## src/rtl/io_write_buffer.sv

```systemverilog
// Snooping write buffer between the CPU bus and a UART host buffer: queues bytes written to
// the IO port, drains them whenever downstream has room, and tracks program-stop completion.
module io_write_buffer #(
  parameter int DEPTH_LOG = 4,
  parameter int AF_MARGIN = 2
) (
  input  logic                 clk_in,
  input  logic                 rst_in,
  input  logic                 rdy_in,
  input  logic [31:0]          mem_a,
  input  logic [7:0]           mem_dout,
  input  logic                 mem_wr,
  input  logic                 hci_full,
  output logic                 tx_en,
  output logic [7:0]           tx_data,
  output logic                 io_buffer_full,
  output logic                 prog_done,
  output logic                 overflow,
  output logic [DEPTH_LOG:0]   count
);

  localparam int DEPTH = 1 << DEPTH_LOG;
  localparam logic [DEPTH_LOG:0]   DEPTH_CNT = (DEPTH_LOG + 1)'(DEPTH);
  localparam logic [DEPTH_LOG:0]   AF_CNT    = (DEPTH_LOG + 1)'(AF_MARGIN);
  localparam logic [DEPTH_LOG:0]   CNT_ONE   = (DEPTH_LOG + 1)'(1);
  localparam logic [DEPTH_LOG-1:0] PTR_ONE   = DEPTH_LOG'(1);

  logic [7:0]           mem [DEPTH];
  logic [DEPTH_LOG-1:0] wr_ptr;
  logic [DEPTH_LOG-1:0] rd_ptr;
  logic                 stop_pending;

  logic                 io_sel;
  logic                 enq_req;
  logic                 stop_req;
  logic                 deq;
  logic                 full;
  logic                 enq;
  logic                 drop;
  logic [DEPTH_LOG:0]   free_slots;

  // Only the port-select and register-offset bits of the address are decoded.
  logic unused_addr_bits;
  assign unused_addr_bits = ^{mem_a[31:18], mem_a[15:3]};

  // NOTE: every signal gets a value at the top of always_comb so no path can infer a latch.
  always_comb begin
    io_sel     = rdy_in & mem_wr & (mem_a[17:16] == 2'b11);
    enq_req    = io_sel & (mem_a[2:0] == 3'b000) & (mem_dout != 8'h00) & ~stop_pending;
    stop_req   = io_sel & (mem_a[2:0] == 3'b100);
    deq        = rdy_in & ~hci_full & (count != '0);
    full       = (count == DEPTH_CNT);
    // A full FIFO still takes a byte when the head leaves in the same cycle.
    enq        = enq_req & (~full | deq);
    drop       = enq_req & full & ~deq;
    free_slots = DEPTH_CNT - count;
    io_buffer_full = (free_slots <= AF_CNT);
  end

  // NOTE: the storage array has no reset; the pointers and count define what is valid.
  always_ff @(posedge clk_in) begin
    if (enq && !rst_in) begin
      mem[wr_ptr] <= mem_dout;
    end
  end

  // NOTE: sequential state uses non-blocking assignments so every register samples pre-edge values.
  always_ff @(posedge clk_in) begin
    if (rst_in) begin
      wr_ptr       <= '0;
      rd_ptr       <= '0;
      count        <= '0;
      stop_pending <= 1'b0;
      prog_done    <= 1'b0;
      overflow     <= 1'b0;
      tx_en        <= 1'b0;
      tx_data      <= 8'h00;
    end else if (rdy_in) begin
      tx_en <= deq;
      if (deq) begin
        tx_data <= mem[rd_ptr];
        rd_ptr  <= rd_ptr + PTR_ONE;
      end
      if (enq) begin
        wr_ptr <= wr_ptr + PTR_ONE;
      end
      case ({enq, deq})
        2'b10:   count <= count + CNT_ONE;
        2'b01:   count <= count - CNT_ONE;
        default: count <= count;
      endcase
      if (drop) begin
        overflow <= 1'b1;
      end
      if (stop_req) begin
        stop_pending <= 1'b1;
      end
      // An empty FIFO means the final byte's dequeue edge has already passed.
      if (stop_pending && (count == '0)) begin
        prog_done <= 1'b1;
      end
    end else begin
      tx_en <= 1'b0;
    end
  end

endmodule

```

## config.mk

```make
export PLATFORM = sky130hd
export DESIGN_NAME = io_write_buffer
export DESIGN_NICKNAME = d
export VERILOG_FILES = /design/src/rtl/io_write_buffer.sv
export SDC_FILE = /design/constraint.sdc
export NUM_CORES = 1
export LEC_CHECK = 0
export ABC_AREA = 1
export BUFFER_PORTS_ARGS = -buffer_cell sky130_fd_sc_hd__buf_4
export CORE_AREA = 4 4 151 109
export CTS_CLUSTER_SIZE = 8
export DETAILED_ROUTE_END_ITERATION = 6
export DIE_AREA = 0 0 155 113
export PLACE_DENSITY = 0.62
export SYNTH_ARGS = -nofsm -noshare
export SYNTH_HDL_FRONTEND = slang
export SYNTH_SLANG_ARGS = --single-unit
```

## constraint.sdc

```tcl
create_clock -name clk_in -period 3.6 [get_ports clk_in]
set_input_delay 0.36 -clock clk_in [delete_from_list [all_inputs] [get_ports clk_in]]
set_output_delay 0.36 -clock clk_in [all_outputs]
set_load 0.005 [all_outputs]
```

Word-level counts from Yosys, hierarchy flattened
Memories as Yosys holds them, arrays and structs flattened. A register that Yosys moved wholly into a read port is not among the register bits. Index checks and enable logic that the tools add are counted.

Memories: 1. Flip-flop bits (word level): 17. Bits in writable memories: 128. Memory bits (read-only): 0. Output and inout port bits: 17. Bits in latches: 0. Logic and storage cells: 54. Input port bits: 45.

Div/mod/pow operators: 0. Order comparisons: 1. $add $sub $neg: 5. Bitwise gates (word level): 17. Mux-type cells: 3. Equality and inequality tests: 5. $mul: 0. Shift-type cells: 0. Reductions and logical operators: 15.

Memory list: mem (words 16, width 8, rd ports 1, clocked after memory_dff 1, write ports 1, RTL line 28) `logic [7:0] mem [DEPTH];`.

Operators with widths (number): 2-bit AND reduction (6); 1-bit AND (11); 5-bit one-hot mux with 2 select lines (1); 4-bit by 1-bit adder with 4-bit output (second input constant) (2); 8-bit nonzero test (1); 5-bit by 1-bit adder with 5-bit output (second input constant) (1); 5-bit == test (second input constant) (1); 5-bit by 2-bit less-or-equal comparator with 1-bit output (second input constant) (1); 5-bit logical NOT (1); 1-bit inverter (5); 5-bit nonzero test (1); 5-bit by 1-bit subtractor with 5-bit output (second input constant) (1); 5-bit subtractor (first input constant) (1); 2-bit == test (second input constant) (2); 3-bit == test (second input constant) (1); 3-bit logical NOT (1); 2-bit by 1-bit == test with 1-bit output (second input constant) (1); 1-bit logical AND (2); 1-bit 2-to-1 mux (2); 2-bit nonzero test (1); 2-bit OR reduction (1); 1-bit logical NOT (1); 1-bit OR (1).

Depth between registers and ports, before layout
Gate-level depths: netlist of the first run.

Depth in word-level cells: 9. Mapped depth: 19. Mapped depth without buffers: 19.

Least setup slack after synthesis of the first run
Ideal clock, no wire load.

Path type: register to register. Start point: register count[0]. End point: register count[4]. Buffers on the path: 0. Clock period less this slack: 2.571 ns. Library setup time: 0.115 ns. Slack: 1.029 ns. Arrival: 2.456 ns. Required time: 3.485 ns. Cell stages (with the launch flop): 20. Cell sequence: dfxtp_1 inv_1 ha_1 nand2_1 nor2_1 ha_1 nor2_4 nand2_4 inv_2 nand2_4 inv_1 ha_1 nand2_1 nand2_1 a21oi_1 nand2_1 nand2_1 nand3_1 nand2_1 nor2_1.

Word-level cells in the longest chain between the ends: 7. Elaborated cells on any way between the ends: 13. Those cells by class: add/sub (2); eq/ne (3); mux (1); bitwise (4); reduce/logical (3).

RTL lines: start: declaration (RTL line 19) `output logic [DEPTH_LOG:0] count`; start signal: assignment (RTL line 88) `2'b10: count <= count + CNT_ONE;`; start signal: assignment (RTL line 89) `2'b01: count <= count - CNT_ONE;`; start signal: assignment (RTL line 90) `default: count <= count;`; 5-bit nonzero test / 5-bit == test (equally long branches) (RTL line 51, 52); 1-bit AND / 1-bit inverter (equally long branches) (RTL line 51, 54); 1-bit OR (RTL line 54) `enq = enq_req & (~full | deq);`; 1-bit AND (RTL line 54); 2-bit by 1-bit == test with 1-bit output / 2-bit == test (equally long branches) (RTL line 87) `case ({enq, deq})`; 2-bit nonzero test (no source line); 2-bit AND reduction (no source line).

Several ways; a longest one is shown, not always the timed one. A chain may end at the register's enable or synchronous reset.

Final worst setup path of the first run
Ends and elaborated chain as after synthesis.

==> results.py, run 1 <==
metrics = {
    "drt": {
        "drtAntennaViolNets": 0,
        "vias_per_cell": 5.27,
        "drt_pre_antenna_iters": 5,
        "route.detailed.wl_per_inst_microns": 17.6,
        "route.final.wire_length_mm": 15.0,
        "drt_drc_violations_left": 0,
        "dr_total_vias": 4502,
        "drt_first_iter_violations": 433,
    },
    "worst_setup_path": {
        "crit_path_max_incr_delay_ps": 410,
        "critical_path_arrival_ps": 3240,
        "critical_path_buf_inv_count": 3,
        "crit_type": "reg -> reg",
        "crit_required_ps": 3900,
        "crit_path_top_delay_cell": "sky130_fd_sc_hd__fa_1",
        "dominant_delay_contributor_by_cell_family_on_the_critical_path": "simple AND/OR/NAND/NOR gates",
        "cp_cell_sequence": "inv_1, ha_1, nand2_1, nor2_1, ha_1, nor2_4, nand2_4, inv_2, nand2_4, inv_1, fa_1, nand2_1, nand2_1, a21oi_1, nand2_1, a21oi_1, nor2_1",
        "path_common_cell": "sky130_fd_sc_hd__nand2_1",
        "crit_path_start_kind": "flip-flop",
        "critPathMaxFanout": 9,
        "timing.critical_path.to_type": "flip-flop",
    },
    "final_layout": {
        "regArea_sq_um": 4350,
        "nNetsFinal": 699,
        "instances_no_fill": 854,
        "n_fill_cell": 1307,
        "final_layout_size_suffix_gt1_share_pct": 16.7,
        "insertedDiodeCount": 0,
        "relative_area_change_from_synthesis_to_final_layout_pct": 15.9,
        "multi_input_comb_area_sq_um": 1970,
    },
    "timing": {
        "slew_headroom_pct": 36.0,
        "rsz0062_at_grt": "no",
        "finalWorstPathRequiredPeriod_ps": 2940,
        "setup_tns_ps": 0,
        "period_share_pct": 81.6,
        "timing_hold_violations_final": 0,
        "worst_max_slew_pin_slew_ps": 961,
        "final-max-slew-violation-count": 0,
        "finClkSkew_ps": 8.70,
        "timing.fmax_mhz": 340,
        "final_setup_viols": 0,
    },
    "cts": {
        "ctsResizeCount": 0,
        "hold_buffers": 0,
        "worst_setup_hold_path_clk_slew_ps": 60,
        "clkLatencyLatePin_ps": 410,
        "cts_max_path_buffers": 2,
        "cts_htree_levels": 4,
        "cts_tree": "yes",
        "cts_root_buffer": "sky130_fd_sc_hd__clkbuf_16",
        "clock_sink_count": 153,
        "cts_setup_buffers": 0,
        "clock_buffers_created_by_tritoncts": 17,
    },
    "global_route": {
        "globalRoute.totalOverflow": 0,
        "first_global_vias": 4401,
        "antenna_found_initial": 0,
        "largest_net_degree_at_the_start_of_global_routing": 75,
        "wire_length_of_the_first_global_routing_pass_mm": 24.0,
        "grt_usage_pct": 17.9,
    },
    "placed_design": {
        "dp.final_hpwl_mm": 9.57,
        "finalWeightedCongestion": 0.794,
        "number_of_i_o_port_buffers": 34,
        "place.detailed.instances": 822,
    },
    "floorplanning": {
        "die_w_microns": 155,
        "initial_core_util_pct": 43.9,
        "ios": 62,
        "core-area_sq_um": 15200,
        "chipHeight_microns": 113,
        "rows": 38,
        "die_area_sq_um": 17500,
    },
    "logic_synthesis": {
        "ys_seq_elements": 153,
        "part_of_the_yosys_area_used_for_sequential_elements_pct": 65.2,
        "postSynthAreaPerCell_sq_um": 11.2,
        "synth_warnings": 0,
        "mappedNetlistNets": 654,
        "post_synth_inst_count": 596,
        "yosysUniqueCellTypes": 33,
        "syn_area_sq_um": 6660,
    },
    "power": {
        "power.ir.vdd_worst_v": 0.000368,
        "power_density_nw_per_um2": 509,
        "cellLeakagePower_nw": 2.89,
    },
    "min_path": {
        "worstHoldPathType": "in -> reg",
    },
    "run_status": {
        "outcome": "finished, final reports clean",
    },
    "job": {
        "maxCapViolations": 0,
    },
}
## registers in the layout (all words and copies together), names as in the netlist
register	cells
stop_pending	1
overflow	1
prog_done	1
tx_en	1
tx_data	8
count	5
rd_ptr	4
mem	128
wr_ptr	4
## layout make-up
type                            instances  share of cell area [%]
Multi-Input combinational cell        373                    25.4
Inverter                               42                    2.04
Clock buffer                           21                    5.83
Clock inverter                         11                    1.93
Sequential cell                       153                    56.3
Timing Repair Buffer                   54                    5.25
Tap cell                              200                    3.24
## where the power goes
| group | internal (mW) | leakage [nW] | switching, mW | total, mW |
|---|---|---|---|---|
| registers | 1.92 | 1.35 | 0.00677 | 1.93 |
| clock network | 1.11 | 0.272 | 0.689 | 1.80 |
| logic | 0.0712 | 1.27 | 0.133 | 0.204 |
## cells by family (layout without fill, tap and decap cells)
family / count (synthesis) / after routing / share of synthesized area [%]
compound gates: 106 / 106 / 9.07
xor+xnor: 2 / 2 / 0.263
fa+ha+maj: 13 / 13 / 2.55
buf+inv: 70 / 128 / 5.30
flops: 153 / 153 / 65.2
simple gates: 252 / 252 / 17.6
## through the flow
| stage | cell area [sq um] | worst slack [ps] | power, mW | utilization, % | hold WS (ps) |
|---|---|---|---|---|---|
| 3_5_place_dp | 7120 | 686 | 2.17 | 47.0 | 448 |
| 5_1_grt | 7720 | 405 | 4.06 | 50.9 | 260 |
| 6_report | 7720 | 662 | 3.93 | 50.9 | 239 |
| 2_1_floorplan | 6660 | 1030 | 2.10 | - | 444 |
| 3_3_place_gp | 7120 | 803 | 2.17 | 47.0 | 439 |
| 4_1_cts | 7720 | 676 | 3.95 | 50.9 | 233 |
## final timing paths
| check | cells after the start | start | endpoint | slack, ps |
|---|---|---|---|---|
| setup reg to reg | 17 | count[0] | count[4] | 660 |
| setup / recovery | 17 | count[0] | count[4] | 660 |
| hold / removal | 3 | rdy_in | prog_done | 240 |
| hold reg to reg | 2 | prog_done | prog_done | 450 |
## layer usage
| layer | wire length, microns | vias to the layer above | track usage [%] |
|---|---|---|---|
| met1 | 7450 | 2207 | 27.4 |
| li1 | - | 2161 | - |
| met5 | 0 | - | 0 |
| met4 | 133 | 0 | 5.76 |
| met3 | 828 | 11 | 3.25 |
| met2 | 6590 | 123 | 25.9 |
## worst reg2reg max path: stages (launching register included)
cell,delay [ps]
sky130_fd_sc_hd__dfxtp_1,370
sky130_fd_sc_hd__inv_1,170
sky130_fd_sc_hd__ha_1,190
sky130_fd_sc_hd__nand2_1,80
sky130_fd_sc_hd__nor2_1,160
sky130_fd_sc_hd__ha_1,250
sky130_fd_sc_hd__nor2_4,60
sky130_fd_sc_hd__nand2_4,130
sky130_fd_sc_hd__inv_2,70
sky130_fd_sc_hd__nand2_4,90
sky130_fd_sc_hd__inv_1,100
sky130_fd_sc_hd__fa_1,410
sky130_fd_sc_hd__nand2_1,100
sky130_fd_sc_hd__nand2_1,60
sky130_fd_sc_hd__a21oi_1,240
sky130_fd_sc_hd__nand2_1,120
sky130_fd_sc_hd__a21oi_1,180
sky130_fd_sc_hd__nor2_1,70
## Yosys cell counts, drive strengths merged
cell type	n	area share (%)
nand2	49	3.8
xor2	2	0.26
inv	40	2.3
ha	12	2.3
a21oi	15	1.1
nand4	3	0.51
dfxtp	25	7.5
o21a	9	1.0
clkbuf	4	0.23
nand3	57	4.5
edfxtp	128	58
o211ai	16	1.9
nor2	138	8.4
buf	24	2.7
and2	2	0.19
fa	1	0.30
o21ai	64	4.9
a31oi	2	0.19
nor3	3	0.23
clkinv	2	0.11
## layout by cell type, fill, tap and decap left out, types with 2 or more instances in the layout
master                         n
sky130_fd_sc_hd__o21ai_0      56
sky130_fd_sc_hd__buf_4        54
sky130_fd_sc_hd__inv_1        35
sky130_fd_sc_hd__o211ai_1     15
sky130_fd_sc_hd__a31oi_1       2
sky130_fd_sc_hd__nor3_1        3
sky130_fd_sc_hd__clkbuf_16    17
sky130_fd_sc_hd__nor2_1      134
sky130_fd_sc_hd__inv_2         5
sky130_fd_sc_hd__clkinv_1      2
sky130_fd_sc_hd__clkinvlp_4    6
sky130_fd_sc_hd__a21oi_1      15
sky130_fd_sc_hd__nand2_4       8
sky130_fd_sc_hd__xor2_1        2
sky130_fd_sc_hd__dfxtp_1      24
sky130_fd_sc_hd__edfxtp_1    128
sky130_fd_sc_hd__nand2_1      37
sky130_fd_sc_hd__nand4_1       2
sky130_fd_sc_hd__nor2_8        2
sky130_fd_sc_hd__nand3_1      56
sky130_fd_sc_hd__bufinv_16     3
sky130_fd_sc_hd__o21a_1        9
sky130_fd_sc_hd__nand2_2       4
sky130_fd_sc_hd__and2_1        2
sky130_fd_sc_hd__o21ai_1       7
sky130_fd_sc_hd__ha_1         12
sky130_fd_sc_hd__clkbuf_1      3
(Power assumes the default switching activity.)
==> run 2: changes to the inputs <==
PLACE_DENSITY = 0.64   (was 0.62)
clock period = 2.57 ns   (was 3.6 ns; I/O delays follow)
==> results.py, run 2 (synthesis results as in run 1) <==
metrics = {
    "worst_setup_path": {
        "crit_path_max_incr_delay_ps": 410,
        "crit_path_top_delay_cell": "sky130_fd_sc_hd__fa_2",
        "critical_path_buf_inv_count": 3,
        "crit_required_ps": 2880,
        "timing.critical_path.to_type": "flip-flop",
        "critical_path_arrival_ps": 2750,
        "crit_path_start_kind": "flip-flop",
        "worst-r2r-setup-slack_ps": 140,
        "dominant_delay_contributor_by_cell_family_on_the_critical_path": "simple AND/OR/NAND/NOR gates",
        "crit_type": "reg -> reg",
        "r2r.worst_path.cells": 19,
        "path_common_cell": "sky130_fd_sc_hd__nand2_1",
        "crit_path_depth": 19,
        "cp_cell_sequence": "inv_2, ha_4, nand2_2, nor2_4, ha_4, nor2_4, nand2_4, inv_4, nand2_4, inv_2, fa_2, nand2_2, nand2_1, a21oi_2, nand2_1, nand2_1, nand3_1, nand2_1, nor2_1",
        "critPathMaxFanout": 4,
    },
    "timing": {
        "finalWorstPathRequiredPeriod_ps": 2430,
        "final-max-slew-violation-count": 0,
        "setup_tns_ps": 0,
        "slew_headroom_pct": 46.4,
        "rsz0062_at_grt": "no",
        "period_share_pct": 94.6,
        "timing.fmax_mhz": 411,
        "final_setup_viols": 0,
        "worst_max_slew_pin_slew_ps": 803,
        "timing_hold_violations_final": 0,
        "finClkSkew_ps": 12.4,
    },
    "power": {
        "power.net_switching_mw": 1.21,
        "seqPwrFrac_pct": 48.0,
        "cellLeakagePower_nw": 3.03,
        "clock_power_share_pct": 46.0,
        "power.ir.vdd_worst_v": 0.000481,
        "p_comb_share_pct": 5.9,
        "power_density_nw_per_um2": 702,
        "switching_share_pct": 21.6,
        "p_int_mw": 4.42,
    },
    "cts": {
        "clock_buffers_created_by_tritoncts": 17,
        "clkLatencyLatePin_ps": 420,
        "cts_root_buffer": "sky130_fd_sc_hd__clkbuf_16",
        "cts_tree": "yes",
        "cts_max_path_buffers": 2,
        "cts_htree_levels": 4,
        "worst_setup_hold_path_clk_slew_ps": 70,
        "clock_sink_count": 153,
    },
    "final_layout": {
        "multi_input_comb_area_sq_um": 2020,
        "regArea_sq_um": 4350,
        "n_fill_cell": 1267,
        "final_layout_size_suffix_gt1_share_pct": 21.8,
        "number_of_flip_flops_in_the_largest_register": 128,
        "layout.cells.most_common": "sky130_fd_sc_hd__nor2_1",
        "instances_no_fill": 879,
        "largest-register": "mem",
        "reg_top3": "mem (128), tx_data (8), count (5)",
        "postLayoutCoreUtil_pct": 52.9,
        "insertedDiodeCount": 0,
        "relative_area_change_from_synthesis_to_final_layout_pct": 20.4,
        "layout.cells.most_common_list": "133 x sky130_fd_sc_hd__nor2_1, 128 x sky130_fd_sc_hd__edfxtp_1, 74 x sky130_fd_sc_hd__buf_4",
        "nNetsFinal": 724,
    },
    "run_status": {
        "outcome": "finished, final reports clean",
    },
    "drt": {
        "drt_first_iter_violations": 429,
        "drt_pre_antenna_iters": 5,
        "dr_total_vias": 4618,
        "drt_drc_violations_left": 0,
        "route.detailed.wl_per_inst_microns": 17.3,
        "vias_per_cell": 5.25,
        "route.final.wire_length_mm": 15.2,
        "drtAntennaViolNets": 0,
    },
    "floorplanning": {
        "ios": 62,
        "rows": 38,
        "die_area_sq_um": 17500,
        "core-area_sq_um": 15200,
        "die_w_microns": 155,
        "initial_core_util_pct": 43.9,
        "chipHeight_microns": 113,
    },
    "global_route": {
        "grt_usage_pct": 18.0,
        "globalRoute.totalOverflow": 0,
        "largest_net_degree_at_the_start_of_global_routing": 75,
        "wire_length_of_the_first_global_routing_pass_mm": 24.0,
        "first_global_vias": 4504,
        "antenna_found_initial": 0,
    },
    "job": {
        "maxCapViolations": 0,
    },
    "placed_design": {
        "finalWeightedCongestion": 0.801,
        "number_of_i_o_port_buffers": 34,
        "place.detailed.instances": 839,
        "dp.final_hpwl_mm": 9.96,
    },
    "min_path": {
        "worstHoldPathType": "in -> reg",
        "worstHoldPathCells": 3,
    },
}
[run 2: worst register-to-register path: stages (launching register included)]
cell and delay [ps]:
sky130_fd_sc_hd__dfxtp_1 320, sky130_fd_sc_hd__inv_2 80, sky130_fd_sc_hd__ha_4 140, sky130_fd_sc_hd__nand2_2 70
sky130_fd_sc_hd__nor2_4 140, sky130_fd_sc_hd__ha_4 160, sky130_fd_sc_hd__nor2_4 40, sky130_fd_sc_hd__nand2_4 60
sky130_fd_sc_hd__inv_4 40, sky130_fd_sc_hd__nand2_4 70, sky130_fd_sc_hd__inv_2 70, sky130_fd_sc_hd__fa_2 410
sky130_fd_sc_hd__nand2_2 90, sky130_fd_sc_hd__nand2_1 70, sky130_fd_sc_hd__a21oi_2 180, sky130_fd_sc_hd__nand2_1 70
sky130_fd_sc_hd__nand2_1 90, sky130_fd_sc_hd__nand3_1 90, sky130_fd_sc_hd__nand2_1 80, sky130_fd_sc_hd__nor2_1 50
[run 2: what timing repair did]
item	in CTS	in global routing
pin swaps	2	9
hold buffers	0	0
resized for setup	4	14
hold endpoints to repair	0	0
setup endpoints to repair	1	129
buffers inserted	1	7
[run 2: cell type report]
cell class,count,share of cell area [%]
well taps,200,3.12
inverters,42,2.00
clock buffers,19,5.65
flip-flops and latches,153,54.2
repair buffers,79,7.74
multi-input cells,373,25.2
clock inverters,13,2.11
[run 2: metal layers]
metal,share of wire (%),GRT usage (%),up-vias
li1,-,-,2212
met1,49,26.5,2241
met2,44,26.8,139
met3,5.7,3.75,26
met4,1.6,5.76,0
met5,0,0,-
[run 2: metrics by stage]
step | area, sq um | worst slack [ps] | power [mW] | hold WS, ps
detailed placement | 7270 | -86.3 | 3.06 | 445
global route | 8020 | 5.33 | 5.80 | 143
CTS | 7910 | 20.4 | 5.63 | 123
global placement | 7270 | 43.6 | 3.05 | 441
finish | 8020 | 138 | 5.63 | 132
floorplan | 6670 | 38.1 | 2.94 | 356
[run 2: final timing paths]
path	start	end
worst max-delay path	count[1]	count[4]
worst min-delay path	rdy_in	prog_done
worst max register to register	count[1]	count[4]
worst min register to register	prog_done	prog_done
[run 2: power by group through the flow]
stage	Sequential [mW]	Combinational [mW]	Clock, mW
after floorplan	2.76	0.183	0
after global placement	2.75	0.300	0
after detailed placement	2.76	0.307	0
after CTS	2.70	0.315	2.61
after global routing	2.70	0.370	2.73
final	2.70	0.335	2.59
==> run 3: changes to the inputs <==
CORE_AREA = 4 4 158 114   (was 4 4 151 109)
DIE_AREA = 0 0 162 118   (was 0 0 155 113)
PLACE_DENSITY = 0.59   (was 0.64)
==> results.py, run 3 (synthesis results as in run 1) <==
metrics = {
    "power": {
        "power.ir.vdd_worst_v": 0.000451,
        "power.net_switching_mw": 1.18,
        "switching_share_pct": 21.4,
        "seqPwrFrac_pct": 48.9,
        "p_int_mw": 4.34,
        "post-layout-total-power_mw": 5.53,
        "power_density_nw_per_um2": 689,
        "p_comb_share_pct": 5.7,
        "cellLeakagePower_nw": 3.02,
        "clock_power_share_pct": 45.4,
    },
    "floorplanning": {
        "chipHeight_microns": 118,
        "die_area_sq_um": 19100,
        "rows": 39,
        "initial_core_util_pct": 40.9,
        "ios": 62,
        "core-area_sq_um": 16300,
        "die_w_microns": 162,
    },
    "final_layout": {
        "postLayoutCoreUtil_pct": 49.2,
        "n_fill_cell": 1488,
        "relative_area_change_from_synthesis_to_final_layout_pct": 20.3,
        "layout.cells.most_common": "sky130_fd_sc_hd__edfxtp_1",
        "insertedDiodeCount": 0,
        "number_of_flip_flops_in_the_largest_register": 128,
        "nNetsFinal": 720,
        "layout.cells.most_common_list": "128 x sky130_fd_sc_hd__edfxtp_1, 127 x sky130_fd_sc_hd__nor2_1, 66 x sky130_fd_sc_hd__buf_4",
        "largest-register": "mem",
        "reg_top3": "mem (128), tx_data (8), count (5)",
        "final_layout_size_suffix_gt1_share_pct": 21.5,
        "finalInstanceArea_sq_um": 8020,
        "instances_no_fill": 900,
    },
    "timing": {
        "setup_tns_ps": 0,
        "final-max-slew-violation-count": 0,
        "worst_max_slew_pin_slew_ps": 785,
        "final_setup_viols": 0,
        "finClkSkew_ps": 10.0,
        "finalWorstPathRequiredPeriod_ps": 2440,
        "period_share_pct": 95.1,
        "worst_hold_margin_ps": 137,
        "slew_headroom_pct": 47.7,
        "setup_slack_ps": 126,
        "rsz0062_at_grt": "yes",
        "timing_hold_violations_final": 0,
        "timing.fmax_mhz": 409,
    },
    "job": {
        "maxCapViolations": 0,
    },
    "cts": {
        "cts_htree_levels": 4,
        "clock_buffers_created_by_tritoncts": 17,
        "cts_tree": "yes",
        "clkLatencyLatePin_ps": 420,
        "cts_root_buffer": "sky130_fd_sc_hd__clkbuf_16",
        "cts_max_path_buffers": 2,
        "hold_buffers": 0,
        "worst_setup_hold_path_clk_slew_ps": 60,
        "clock_sink_count": 153,
    },
    "worst_setup_path": {
        "critical_path.reg2reg.startpoint": "count[1]",
        "critical_path_arrival_ps": 2550,
        "r2r.worst_path.cells": 14,
        "crit_type": "reg -> reg",
        "crit_path_max_incr_delay_ps": 340,
        "critPathMaxFanout": 8,
        "crit_required_ps": 2680,
        "cp_cell_sequence": "inv_1, ha_1, nand2_1, nor2_2, ha_2, nor2_4, nand2_4, buf_4, nand2_4, nand3_4, nor2_8, nand2_4, nor2_1, buf_4",
        "worst-r2r-setup-slack_ps": 130,
        "critical_path_buf_inv_count": 3,
        "r2r-end": "mem[12][3]",
        "crit_path_start_kind": "flip-flop",
        "path_common_cell": "sky130_fd_sc_hd__nand2_4",
        "timing.critical_path.to_type": "flip-flop",
        "crit_path_top_delay_cell": "sky130_fd_sc_hd__dfxtp_1",
        "dominant_delay_contributor_by_cell_family_on_the_critical_path": "simple AND/OR/NAND/NOR gates",
    },
    "global_route": {
        "first_global_vias": 4450,
        "globalRoute.totalOverflow": 0,
        "grt_usage_pct": 17.3,
        "antenna_found_initial": 0,
        "wire_length_of_the_first_global_routing_pass_mm": 25.1,
        "largest_net_degree_at_the_start_of_global_routing": 75,
    },
    "drt": {
        "route.detailed.wl_per_inst_microns": 18.0,
        "drt_first_iter_violations": 387,
        "vias_per_cell": 5.02,
        "drt_pre_antenna_iters": 5,
        "drt_drc_violations_left": 0,
        "drtAntennaViolNets": 0,
        "route.final.wire_length_mm": 16.2,
        "dr_total_vias": 4518,
    },
    "placed_design": {
        "dp.final_hpwl_mm": 10.5,
        "number_of_i_o_port_buffers": 34,
        "finalWeightedCongestion": 0.789,
        "placedInstanceArea_sq_um": 7330,
        "detailedPlace.worstSlack_ps": 3.03,
        "place.detailed.instances": 867,
    },
    "min_path": {
        "min_from": "rst_in",
        "worstHoldPathType": "in -> reg",
        "holdPathEnd": "count[1]",
        "worstHoldPathCells": 2,
    },
    "run_status": {
        "outcome": "finished, final reports clean",
    },
}
==> run 3: changes by cell type in the layout (fill, tap and decap cells not counted), moves of 2 or more <==
cell	change
sky130_fd_sc_hd__nor2_1	-6
sky130_fd_sc_hd__clkbuf_8	+2
sky130_fd_sc_hd__clkinv_4	-2
sky130_fd_sc_hd__buf_6	+3
sky130_fd_sc_hd__ha_4	-2
sky130_fd_sc_hd__inv_1	+2
sky130_fd_sc_hd__inv_2	-2
sky130_fd_sc_hd__nor2_2	+5
sky130_fd_sc_hd__buf_4	-8
sky130_fd_sc_hd__clkinv_2	+2
==> run 3: power groups by stage <==
stage / logic, mW / registers, mW / clock network [mW]
final: 0.316 / 2.70 / 2.51
after CTS: 0.316 / 2.70 / 2.54
after floorplan: 0.183 / 2.76 / 0
after global placement: 0.306 / 2.76 / 0
after detailed placement: 0.312 / 2.76 / 0
after global routing: 0.354 / 2.70 / 2.65
==> run 3: worst reg2reg max path, cell delays in order, from the launching register on <==
cell,delay (ps)
sky130_fd_sc_hd__dfxtp_1,340
sky130_fd_sc_hd__inv_1,70
sky130_fd_sc_hd__ha_1,190
sky130_fd_sc_hd__nand2_1,110
sky130_fd_sc_hd__nor2_2,60
sky130_fd_sc_hd__ha_2,210
sky130_fd_sc_hd__nor2_4,120
sky130_fd_sc_hd__nand2_4,60
sky130_fd_sc_hd__buf_4,170
sky130_fd_sc_hd__nand2_4,100
sky130_fd_sc_hd__nand3_4,100
sky130_fd_sc_hd__nor2_8,200
sky130_fd_sc_hd__nand2_4,90
sky130_fd_sc_hd__nor2_1,100
sky130_fd_sc_hd__buf_4,220
==> run 3: final cells by class <==
class / instances / area [sq um] / area share [%]
sequential: 153 / 4350 / 54.2
multi-input combinational: 373 / 2020 / 25.2
timing repair buffer: 75 / 614 / 7.66
clock buffer: 21 / 480 / 5.99
tap: 225 / 282 / 3.51
inverter: 42 / 160 / 2.00
clock inverter: 11 / 119 / 1.48
==> run 3: worst max path at each step <==
stage	from	slack, ps	to	cells past startpoint
floorplan	count[0]	40	count[4]	19
global placement	count[1]	60	count[4]	19
detailed placement	count[0]	3	mem[10][3]	14
CTS	count[0]	4	mem[9][2]	14
global route	count[1]	-60	count[4]	19
finish	count[1]	130	mem[12][3]	14
==> run 3: what timing repair did <==
item | 4_1_cts | 5_1_grt
gates resized for setup | 2 | 20
setup buffers | 0 | 1
pin swaps | 0 | 4
setup endpoints to repair | 9 | 129
==> run 3: layer usage <==
layer	track usage (%)	part of all wire (%)	wire length, microns	vias up
met4	5.60	1.9	305	0
met5	0	0	0	-
met2	24.5	44	7100	85
li1	-	-	-	2201
met3	3.47	4.4	719	20
met1	26.6	50	8040	2212
